## src/rtl/cpu_bus_pkg.sv

```systemverilog
// Shared CPU bus definitions: requester ownership encoding and SRAM-like access sizes.
package cpu_bus_pkg;

  typedef enum logic {
    OWNER_INST = 1'b0,
    OWNER_DATA = 1'b1
  } owner_e;

  localparam logic [1:0] SZ_B = 2'd0;
  localparam logic [1:0] SZ_H = 2'd1;
  localparam logic [1:0] SZ_W = 2'd2;

endpackage

```

## src/rtl/owner_fifo.sv

```systemverilog
// Owner FIFO: remembers which requester owns each accepted-but-unanswered request.
module owner_fifo #(
  parameter int DEPTH = 4
) (
  input  logic clk,
  input  logic resetn,
  input  logic push,
  input  logic din,
  input  logic pop,
  output logic full,
  output logic empty,
  output logic head
);

  localparam int PTR_W = $clog2(DEPTH);
  localparam int CNT_W = PTR_W + 1;
  localparam logic [CNT_W-1:0] FULL_CNT = CNT_W'(DEPTH);

  logic [DEPTH-1:0] mem_q;
  logic [PTR_W-1:0] wr_ptr_q;
  logic [PTR_W-1:0] rd_ptr_q;
  logic [CNT_W-1:0] count_q;
  logic             push_en;
  logic             pop_en;

  assign full    = (count_q == FULL_CNT);
  assign empty   = (count_q == '0);
  assign head    = mem_q[rd_ptr_q];
  assign push_en = push & ~full;
  assign pop_en  = pop & ~empty;

  // Storage is never reset; only pointers and count define validity.
  always_ff @(posedge clk) begin
    if (push_en) mem_q[wr_ptr_q] <= din;
  end

  // Power-of-two depth lets the pointers wrap naturally.
  always_ff @(posedge clk) begin
    if (!resetn) begin
      wr_ptr_q <= '0;
      rd_ptr_q <= '0;
      count_q  <= '0;
    end else begin
      if (push_en) wr_ptr_q <= wr_ptr_q + PTR_W'(1);
      if (pop_en)  rd_ptr_q <= rd_ptr_q + PTR_W'(1);
      case ({push_en, pop_en})
        2'b10:   count_q <= count_q + CNT_W'(1);
        2'b01:   count_q <= count_q - CNT_W'(1);
        default: count_q <= count_q;
      endcase
    end
  end

endmodule

```

## src/rtl/sram_arbiter.sv

```systemverilog
// Two-master SRAM-like bus arbiter (fetch vs load/store) with in-order response routing.
// Define ARB_RR_EN for round-robin arbitration; default is fixed priority with data side winning.
module sram_arbiter
  import cpu_bus_pkg::*;
#(
  parameter int OUTST_DEPTH = 4
) (
  input  logic        clk,
  input  logic        resetn,
  input  logic        inst_req,
  input  logic        inst_wr,
  input  logic [1:0]  inst_size,
  input  logic [31:0] inst_addr,
  input  logic [3:0]  inst_wstrb,
  input  logic [31:0] inst_wdata,
  output logic        inst_addr_ok,
  output logic        inst_data_ok,
  output logic [31:0] inst_rdata,
  input  logic        data_req,
  input  logic        data_wr,
  input  logic [1:0]  data_size,
  input  logic [31:0] data_addr,
  input  logic [3:0]  data_wstrb,
  input  logic [31:0] data_wdata,
  output logic        data_addr_ok,
  output logic        data_data_ok,
  output logic [31:0] data_rdata,
  output logic        mem_req,
  output logic        mem_wr,
  output logic [1:0]  mem_size,
  output logic [31:0] mem_addr,
  output logic [3:0]  mem_wstrb,
  output logic [31:0] mem_wdata,
  input  logic        mem_addr_ok,
  input  logic        mem_data_ok,
  input  logic [31:0] mem_rdata
);

  owner_e grant;
  owner_e lock_owner_q;
  logic   lock_q;
  logic   lock_hold;
  logic   gnt_req;
  logic   gnt_data;
  logic   hs;
  logic   pop;
  logic   fifo_full;
  logic   fifo_empty;
  logic   fifo_head;

`ifdef ARB_RR_EN
  owner_e last_grant_q;
`endif

  // A stalled request keeps its grant only while its owner still asserts req.
  assign lock_hold = lock_q & ((lock_owner_q == OWNER_DATA) ? data_req : inst_req);

  always_comb begin
    grant = OWNER_INST;
    if (lock_hold) begin
      grant = lock_owner_q;
    end else if (inst_req && data_req) begin
`ifdef ARB_RR_EN
      grant = (last_grant_q == OWNER_INST) ? OWNER_DATA : OWNER_INST;
`else
      grant = OWNER_DATA;
`endif
    end else if (data_req) begin
      grant = OWNER_DATA;
    end
  end

  assign gnt_data  = (grant == OWNER_DATA);
  assign gnt_req   = gnt_data ? data_req : inst_req;
  assign mem_req   = resetn & gnt_req & ~fifo_full;
  assign mem_wr    = gnt_data ? data_wr    : inst_wr;
  assign mem_size  = gnt_data ? data_size  : inst_size;
  assign mem_addr  = gnt_data ? data_addr  : inst_addr;
  assign mem_wstrb = gnt_data ? data_wstrb : inst_wstrb;
  assign mem_wdata = gnt_data ? data_wdata : inst_wdata;

  assign hs           = mem_req & mem_addr_ok;
  assign inst_addr_ok = hs & ~gnt_data;
  assign data_addr_ok = hs &  gnt_data;

  // Responses with no outstanding owner are dropped silently.
  assign pop          = resetn & mem_data_ok & ~fifo_empty;
  assign inst_data_ok = pop & (fifo_head == OWNER_INST);
  assign data_data_ok = pop & (fifo_head == OWNER_DATA);
  assign inst_rdata   = mem_rdata;
  assign data_rdata   = mem_rdata;

  always_ff @(posedge clk) begin
    if (!resetn) begin
      lock_q       <= 1'b0;
      lock_owner_q <= OWNER_INST;
    end else begin
      lock_q <= mem_req & ~mem_addr_ok;
      if (mem_req && !mem_addr_ok) lock_owner_q <= grant;
    end
  end

`ifdef ARB_RR_EN
  always_ff @(posedge clk) begin
    if (!resetn)  last_grant_q <= OWNER_INST;
    else if (hs)  last_grant_q <= grant;
  end
`endif

  owner_fifo #(
    .DEPTH (OUTST_DEPTH)
  ) u_owner_fifo (
    .clk    (clk),
    .resetn (resetn),
    .push   (hs),
    .din    (grant),
    .pop    (pop),
    .full   (fifo_full),
    .empty  (fifo_empty),
    .head   (fifo_head)
  );

endmodule

```

## config.mk

```make
export PLATFORM = sky130hd
export DESIGN_NAME = sram_arbiter
export DESIGN_NICKNAME = d
export VERILOG_FILES = /design/src/rtl/cpu_bus_pkg.sv /design/src/rtl/owner_fifo.sv /design/src/rtl/sram_arbiter.sv
export SDC_FILE = /design/constraint.sdc
export NUM_CORES = 1
export LEC_CHECK = 0
export ABC_AREA = 1
export BUFFER_PORTS_ARGS = -buffer_cell sky130_fd_sc_hd__buf_2
export CAP_MARGIN = 5
export CORE_AREA = 2 2 126 128
export CTS_CLUSTER_SIZE = 24
export DETAILED_ROUTE_END_ITERATION = 7
export DIE_AREA = 0 0 128 130
export PLACE_DENSITY = 0.56
export SYNTH_ARGS = -nofsm -noshare
export SYNTH_HDL_FRONTEND = slang
export SYNTH_HIERARCHICAL = 1
export SYNTH_SLANG_ARGS = --single-unit
```

## constraint.sdc

```tcl
create_clock -name clk -period 4.43 [get_ports clk]
set_input_delay 0.443 -clock clk [delete_from_list [all_inputs] [get_ports clk]]
set_output_delay 0.443 -clock clk [all_outputs]
set_load 0.01 [all_outputs]
```

# == Word-level counts from Yosys, hierarchy flattened ==
# Cells that the tools add are included.
# classes
order_cmp,3
n_eq_ne,3
add_sub_neg,4
n_reduce_logical,6
muxes,16
bitwise,18
# op_table
cell,count
2-to-1 mux 32 bit,2
AND 1 bit,13
2-to-1 mux 1 bit,8
less-than comparator 2 x 3 -> 1 bit (second input constant),2
one-hot mux 3 bit (2 select lines),1
NOT 1 bit,5
adder 2 x 1 -> 2 bit (second input constant),2
bitwise mux 4 bit,1
2-to-1 mux 4 bit,1
adder 3 x 1 -> 3 bit (second input constant),1
equality test 3 bit (second input constant),1
logical AND 1 bit,3
zero test 3 bit,1
subtractor 3 x 1 -> 3 bit (second input constant),1
binary-select mux 1 bit (select 2 bit),1
demux 1 bit (select 2 bit),1
equality test 2 x 1 -> 1 bit (second input constant),1
equality test 2 bit (second input constant),1
>= comparator 2 x 1 -> 1 bit (second input constant),1
2-to-1 mux 2 bit,1
nonzero test 2 bit,1
zero test 1 bit,1
# word_totals
out_inout_bits,140
ff_bits,13
word_cells,56

# == Longest topological paths before layout ==
# Gate-level depths: netlist (run 1).
# depth
ltp_word,10
depth_mapped,17
mapped_depth_nobuf,17

# == Cells and area by module ==
# Netlist (run 1), hierarchy kept.
# by_module_without_submodules
module,seq_area_each_um2,cells_each,area_each_um2,n_inst
sram_arbiter,40.0,322,1535.2,1
owner_fifo,260.2,77,611.8,1

# == Worst setup path after synthesis (run 1) ==
# OpenSTA, ideal clock, no wires.
# synth_timing
kind,reg-to-reg
startpoint,reg u_owner_fifo.count_q[0]
endpoint,reg u_owner_fifo.count_q[1]
setup_time_ns,0.070
period_less_slack_ns,1.987
stages_incl_launch_ff,12
arrival_time_ns,1.917
setup_slack_ns,2.443
cell_sequence,dfxtp_1 > inv_2 > nand3_4 > inv_1 > nor2_1 > nand2_1 > nor2_1 > nand2_1 > ha_1 > inv_1 > fa_1 > a21oi_1
# synth_via
elab_chain_len,7
elab_cells_between_ends,15
classes_between,add/sub: 2; eq/ne: 3; mux: 1; bitwise: 7; reduce/logical: 2
# synth_rtl
element,line,text
from (decl),owner_fifo.sv:22,logic [CNT_W-1:0] count_q;
from (signal assigned),owner_fifo.sv:47,2'b10: count_q <= count_q + CNT_W'(1);
from (signal assigned),owner_fifo.sv:48,2'b01: count_q <= count_q - CNT_W'(1);
from (signal assigned),owner_fifo.sv:49,default: count_q <= count_q;
equality test 3 bit *,owner_fifo.sv:26,assign full = (count_q == FULL_CNT);
named net fifo_full,sram_arbiter.sv:47,logic fifo_full;
NOT 1 bit *,sram_arbiter.sv:75,assign mem_req = resetn & gnt_req & ~fifo_full;
AND 1 bit *,sram_arbiter.sv:75,
AND 1 bit *,sram_arbiter.sv:82,assign hs = mem_req & mem_addr_ok;
named net hs,sram_arbiter.sv:45,logic hs;
AND 1 bit *,owner_fifo.sv:29,assign push_en = push & ~full;
equality test 2 x 1 -> 1 bit / equality test 2 bit (equally long branches),owner_fifo.sv:46,"case ({push_en, pop_en})"
one-hot mux 3 bit (2 select lines) / nonzero test 2 bit (equally long branches),n/a,
# The timed path passes the listed nets; every way through them passes the cells marked *.
# A chain may end at the register's enable or synchronous reset.

# == Worst setup path after layout (run 1) ==
# layout_timing
startpoint,reg lock_owner_q
endpoint,out mem_size[0]
# layout_via
elab_chain_len,4
# layout_rtl
element,line,text
from (decl),sram_arbiter.sv:40,owner_e lock_owner_q;
from (signal assigned),sram_arbiter.sv:99,if (mem_req && !mem_addr_ok) lock_owner_q <= grant;
2-to-1 mux 1 bit,sram_arbiter.sv:56,assign lock_hold = lock_q & ((lock_owner_q == OWNER_DATA) ? data_req : inst_req);
AND 1 bit,sram_arbiter.sv:56,
2-to-1 mux 1 bit *,sram_arbiter.sv:60,if (lock_hold) begin
2-to-1 mux 2 bit *,sram_arbiter.sv:77,assign mem_size = gnt_data ? data_size : inst_size;
to (decl),sram_arbiter.sv:30,"output logic [1:0] mem_size,"
# Mark *: on every way between the ends. The rest lies on a longest branch, timed or not.

==> results of run 1 <==
## cell families (layout without fill, tap and decap cells)
kind of cell / after synthesis / after routing / synth area share
AND/OR/NAND/NOR: 261 / 261 / 0.477
flip-flops: 13 / 13 / 0.140
buffers and inverters: 108 / 259 / 0.319
AO/OA/AOI/OAI: 11 / 11 / 0.0256
adder cells (fa/ha/maj): 6 / 6 / 0.0385
## layer usage
| layer | track usage | wire (µm) | up-vias |
|---|---|---|---|
| met1 | 0.0900 | 2990 | 1083 |
| met3 | 0.0217 | 794 | 11 |
| met2 | 0.148 | 3860 | 173 |
| met4 | 0.0194 | 83 | 0 |
| met5 | 0 | 0 | - |
| li1 | - | - | 1419 |
## power groups by stage
| stage | registers (W) | logic (W) | clock network, W |
|---|---|---|---|
| after floorplan | 0.000134 | 0.000201 | 0 |
| after global placement | 0.000135 | 0.000280 | 0 |
| after detailed placement | 0.000135 | 0.000281 | 0 |
| after CTS | 0.000132 | 0.000283 | 0.000174 |
| after global routing | 0.000133 | 0.000315 | 0.000181 |
| final | 0.000132 | 0.000277 | 0.000168 |
## synth_stat cells
cell,count
clkbuf_1,1
edfxtp_1,4
buf_6,1
ha_1,5
nand3_2,2
nand3b_1,1
inv_2,4
nand3_4,1
buf_4,70
o21ai_0,5
fa_1,1
nand2_4,1
buf_2,7
a21oi_1,6
nand4_1,1
dfxtp_1,9
nor2_1,22
nand3_1,4
nand2_1,229
inv_1,25
## sequential cells by signal, indices dropped and copies added, names as in the netlist
signal,flops
u_owner_fifo/mem_q,4
u_owner_fifo/count_q,3
u_owner_fifo/rd_ptr_q,2
lock_q,1
lock_owner_q,1
u_owner_fifo/wr_ptr_q,2
## per-stage QoR
stage	util	instance area [µm²]	std cells	power (W)
after global placement	0.191	2950	738	0.000415
after floorplan	-	2150	399	0.000335
final	0.196	3030	742	0.000578
after global routing	0.196	3030	742	0.000629
after CTS	0.196	3030	742	0.000589
after detailed placement	0.191	2950	738	0.000416
## how the worst max path moves through the flow
stage / endpoint / slack [ns]
final: mem_size[0] / 1.98
after global routing: mem_size[0] / 1.71
after CTS: mem_size[0] / 1.90
after detailed placement: mem_size[0] / 1.93
after global placement: mem_size[0] / 1.91
after floorplan: u_owner_fifo/count_q[1]$_SDFFE_PN0P_ / 2.44
## cell type report
cell class / instances / area [µm²]
Clock buffer: 4 / 78.8
Fill cell: 1809 / 12400
Inverter: 29 / 109
Multi-Input combinational cell: 278 / 1160
Sequential cell: 13 / 300
Tap cell: 192 / 240
Timing Repair Buffer: 226 / 1140
## placed cells by master (no fill, tap or decap), types with 4 or more instances in the layout
cell and n:
a21oi_1 6, nand2_1 229, buf_2 223, ha_1 5, inv_1 25, inv_2 4
nor2_1 22, dfxtp_1 9, edfxtp_1 4, nand3_1 4, o21ai_0 5
==> summary.txt, run 1 <==
Synthesis
  • Mean post-synth cell area: 5.38 µm²
  • Synth Cell Area: 0.00215 mm²
  • Post-synthesis net count: 585
  • Unique masters post-synth: 20
  • Top-area cell type share of the netlist area: 0.400
  • Ys Warns: 6
  • Synthesis-stage register bit count: 13
  • Seq/Total Area, Yosys: 0.140
  • Mapped Cells: 399
  • Synth top area cells: nand2_1 40%, buf_4 24%, dfxtp_1 8.4%, edfxtp_1 5.6%, inv_1 4.4%
  • Area leader, netlist: nand2_1

Setup path
  • CP most frequent cell: nand2_1
  • Crit Path Class: reg -> out
  • Slowest CP cell: inv_2
  • Levels on crit path: 8
  • Worst R2R Start: u_owner_fifo/count_q[1]$_SDFFE_PN0P_
  • Startpoint Class: flop
  • Critical path fanouts, max: 35
  • Worst EP required: 3.99 ns
  • Crit path DAT: 2.00 ns
  • CP max stage delay: 0.38 ns
  • Reg2reg end: u_owner_fifo/count_q[1]$_SDFFE_PN0P_
  • Critical path, cell by cell: inv_1 -> nand3_2 -> nand2_4 -> inv_2 -> buf_4 -> nand2_1 -> nand2_1 -> buf_2
  • Reg2Reg Depth: 11
  • Crit-path leading delay family: buffers and inverters
  • R2r setup slk: 2.23 ns
  • Launch point of the critical path: lock_owner_q$_SDFFE_PN0P_
  • CP endpoint kind: output pin
  • Worst Path Buf+Inv: 4

STA
  • Skew final: 0.00372 ns
  • Crit path time final: 2.45 ns
  • Worst rel slew slack: 0.720
  • Fmax: 409 MHz
  • Worst-Margin Slew: 0.420 ns
  • Final slew viol count: 0
  • Setup violators final: 0
  • RSZ-0062 raised after global routing: no
  • TNS Setup: 0 ns
  • Crit share post-route: 0.552
  • Hold slack: 0.465 ns
  • Hold Fails Final Rpt: 0
  • Final worst slack: 1.98 ns

Drt
  • Vias/cell: 3.62
  • Via count: 2,686
  • Iter 0 DRT Violations: 76
  • Drt pass-1 iters: 4
  • Drt wl/cell: 10.4 µm
  • Drt total wl: 7.73 mm
  • Post-route DRC: 0
  • Post-DRT Antenna Nets: 0

Min path
  • Worst hold start: u_owner_fifo/count_q[0]$_SDFFE_PN0P_
  • Hold Path Depth: 1
  • Worst Hold Class: reg -> reg
  • Worst Hold Endpoint: u_owner_fifo/count_q[0]$_SDFFE_PN0P_

Floorplanning
  • Core area: 0.0154 mm²
  • Full die area: 0.0166 mm²
  • Chip height: 130 µm
  • Initial Util: 0.139
  • Ports: 320
  • Floorplan row count: 46
  • Die width: 128 µm

Clock network
  • Hold buffers post-CTS: 0
  • CTS Sinks: 13
  • Cts bufs inserted: 3
  • Post-CTS Resized: 0
  • Max Buffers Root-to-Sink: 2
  • Postcts setup bufs: 0
  • H-tree depth: 1
  • Worst-Skew Late Latency: 0.24 ns
  • Clock root buffer: clkbuf_16
  • Clock slew at reported path FFs: 0.05 ns
  • CTS tree: built

Pwr
  • Switching share of power: 0.355
  • Sequential share of power: 0.229
  • Comb pwr share: 0.480
  • Worst vdd ir: 96.9 µV
  • Switching power: 0.000205 W
  • Int Pwr: 0.000373 W
  • Leakage: 1.97 nW
  • Clock network power share: 0.291
  • Pwr dens: 191 mW/mm²

Global routing
  • Remaining Overflow, GRT: 0
  • Total Routing Usage GR: 0.0793
  • Number of global-route vias before repair: 2,230
  • Initial antenna violation count: 0
  • First-pass GRT wire length: 10.5 mm
  • Largest net degree at the start of global routing: 40

Place
  • Port Buffers: 223
  • DP Worst Slack: 1.93 ns
  • Routability cong.: 0.767
  • Final HPWL from detailed placement: 6.60 mm

Status
  • Status: finished clean

Flow run
  • Max cap viols: 0

Finish
  • Synth-to-Final Area Change: 41.1%
  • N_diodes: 0
  • Nets: 737
  • Layout cells sized above 1: 0.431
No activity file was read; power rests on OpenSTA's default activity.
==> run 2, diff against run 1 <==
--- a/config.mk
+++ b/config.mk
@@ -8,11 +8,11 @@
 export ABC_AREA = 1
 export BUFFER_PORTS_ARGS = -buffer_cell sky130_fd_sc_hd__buf_2
 export CAP_MARGIN = 5
-export CORE_AREA = 2 2 126 128
+export CORE_AREA = 2 2 124 126
 export CTS_CLUSTER_SIZE = 24
 export DETAILED_ROUTE_END_ITERATION = 7
-export DIE_AREA = 0 0 128 130
-export PLACE_DENSITY = 0.56
+export DIE_AREA = 0 0 126 128
+export PLACE_DENSITY = 0.57
 export SYNTH_ARGS = -nofsm -noshare
 export SYNTH_HDL_FRONTEND = slang
 export SYNTH_HIERARCHICAL = 1
==> constraint.sdc (replaced) <==
create_clock -name clk -period 2.4 [get_ports clk]
set_input_delay 0.24 -clock clk [delete_from_list [all_inputs] [get_ports clk]]
set_output_delay 0.24 -clock clk [all_outputs]
set_load 0.01 [all_outputs]
==> summary.txt, run 2 (synthesis results as in run 1) <==
Status
  • Status: finished clean

Floorplanning
  • Ports: 320 (unchanged)
  • Initial Util: 0.144 (+0.00525)
  • Die width: 126 µm (-1.6%)
  • Core area: 0.0149 mm² (-3.6%)
  • Full die area: 0.0161 mm² (-3.1%)
  • Chip height: 128 µm (-1.5%)
  • Floorplan row count: 45 (-2.2%)

STA
  • Hold Fails Final Rpt: 0 (unchanged)
  • Final slew viol count: 0 (unchanged)
  • TNS Setup: 0 ns (unchanged)
  • Crit path time final: 2.10 ns
  • RSZ-0062 raised after global routing: no
  • Skew final: 0.000865 ns (-0.00285 ns)
  • Fmax: 477 MHz
  • Setup violators final: 0 (unchanged)
  • Crit share post-route: 0.874
  • Worst rel slew slack: 0.705 (-0.0147)
  • Hold slack: 0.319 ns (-0.146 ns)
  • Worst-Margin Slew: 0.442 ns (+0.0220 ns)
  • Final worst slack: 0.303 ns (-1.68 ns)

Setup path
  • Critical path fanouts, max: 5 (-86%)
  • Crit Path Class: reg -> reg
  • CP endpoint kind: flop
  • Critical path, cell by cell: inv_2 -> nand3_2 -> inv_1 -> nor2_1 -> nand2_1 -> inv_1 -> inv_1 -> nor2_1 -> ha_1 -> inv_1 -> fa_1 -> inv_1 -> nand2_1 -> nand3_1 -> nand2_1 -> inv_1 -> nor2_1
  • Slowest CP cell: dfxtp_1
  • Startpoint Class: flop
  • R2r setup slk: 0.30 ns (-1.93 ns)
  • Worst EP required: 2.53 ns (-1.46 ns)
  • Crit path DAT: 2.23 ns (+0.23 ns)
  • CP most frequent cell: inv_1
  • CP max stage delay: 0.40 ns (+0.02 ns)

Clock network
  • H-tree depth: 1 (unchanged)
  • Clock root buffer: clkbuf_16
  • Worst-Skew Late Latency: 0.23 ns (about the same)
  • Hold buffers post-CTS: 0 (unchanged)
  • CTS tree: built
  • Post-CTS Resized: 0 (unchanged)
  • Cts bufs inserted: 3 (unchanged)
  • Postcts setup bufs: 0 (unchanged)
  • Max Buffers Root-to-Sink: 2 (unchanged)
  • Clock slew at reported path FFs: 0.04 ns (about the same)
  • CTS Sinks: 13 (unchanged)

Drt
  • Vias/cell: 3.61 (-0.29%)
  • Drt wl/cell: 9.96 µm (-4.5%)
  • Post-DRT Antenna Nets: 0 (unchanged)
  • Drt total wl: 7.37 mm (-4.7%)
  • Post-route DRC: 0 (unchanged)
  • Via count: 2,671 (-0.56%)
  • Iter 0 DRT Violations: 107 (+41%)
  • Drt pass-1 iters: 4 (unchanged)

Global routing
  • Largest net degree at the start of global routing: 45 (+13%)
  • Total Routing Usage GR: 0.0790 (-0.000358)
  • First-pass GRT wire length: 10.6 mm (+0.20%)
  • Remaining Overflow, GRT: 0 (unchanged)
  • Number of global-route vias before repair: 2,338 (+4.8%)
  • Initial antenna violation count: 0 (unchanged)

Finish
  • Number of flip-flops under the largest register name: 4 (unchanged)
  • Nets: 739 (+0.27%)
  • Biggest regs: u_owner_fifo/mem_q: 4 flops, u_owner_fifo/count_q: 3 flops
  • Synth-to-Final Area Change: 41.5%
  • Layout cells sized above 1: 0.433 (+0.00206)
  • N_diodes: 0 (unchanged)
  • Most common cell after layout, fill and taps aside: nand2_1
  • Most frequent cells in the layout: 229 x nand2_1, 223 x buf_2, 25 x inv_1
  • Register with the most flip-flops: u_owner_fifo/mem_q

Place
  • DP Worst Slack: 0.311 ns (-1.62 ns)
  • Final HPWL from detailed placement: 6.23 mm (-5.7%)
  • Routability cong.: 0.774 (+0.82%)
  • Port Buffers: 223 (unchanged)

Pwr
  • Pwr dens: 349 mW/mm² (+83%)
  • Worst vdd ir: 176 µV (+81%)
  • Leakage: 1.98 nW (+0.51%)

Flow run
  • Max cap viols: 0 (unchanged)

Min path
  • Worst Hold Class: in -> reg
run 2: stage by stage:
| stage | area (µm²) | instances | total power (W) | utilization |
|---|---|---|---|---|
| global route | 3040 | 740 | 0.00115 | 0.204 |
| detailed placement | 2960 | 736 | 0.000762 | 0.199 |
| floorplan | 2150 | 399 | 0.000618 | - |
| CTS | 3040 | 740 | 0.00108 | 0.204 |
| finish | 3040 | 740 | 0.00106 | 0.204 |
| global placement | 2960 | 736 | 0.000761 | 0.199 |
run 2: path summary, 6_finish.rpt:
path	cells past startpoint	start	end
worst max-delay path	17	u_owner_fifo/count_q[2]$_SDFFE_PN0P_	u_owner_fifo/count_q[2]$_SDFFE_PN0P_
worst min-delay path	3	resetn	u_owner_fifo/wr_ptr_q[0]$_SDFFE_PN0P_
worst max register to register	17	u_owner_fifo/count_q[2]$_SDFFE_PN0P_	u_owner_fifo/count_q[2]$_SDFFE_PN0P_
worst min register to register	1	u_owner_fifo/count_q[0]$_SDFFE_PN0P_	u_owner_fifo/count_q[0]$_SDFFE_PN0P_
run 2: report_power, final:
group | leakage (nW) | total (W) | internal [W] | switching, W
Combinational | 1.84 | 0.000511 | 0.000230 | 0.000281
Clock | 0.0382 | 0.000305 | 0.000223 | 0.0000815
Sequential | 0.110 | 0.000244 | 0.000238 | 0.00000665
Total | 1.98 | 0.00106 | 0.000691 | 0.000369
run 2: cell type report:
class                      instances  area [µm²]
inverter                          29         109
multi-input combinational        278        1160
timing repair buffer             228        1150
sequential                        13         300
clock buffer                       4        78.8
fill                            1744       11800
tap                              188         235
run 2: per-layer routing:
metal / GRT usage / vias to the layer above / share of wire
met1: 0.0895 / 1056 / 0.37
met3: 0.0305 / 24 / 0.14
met4: 0.0291 / 0 / 0.027
met2: 0.135 / 166 / 0.46
met5: 0 / - / 0
li1: - / 1425 / -
run 2: critical path: cells and delay by family (launching register included):
| kind | cells | cell delay [ns] |
|---|---|---|
| DFF | 1 | 0.40 |
| buffers and inverters | 7 | 0.42 |
| and+or+nand+nor | 8 | 0.60 |
| adders and majority gates | 2 | 0.56 |
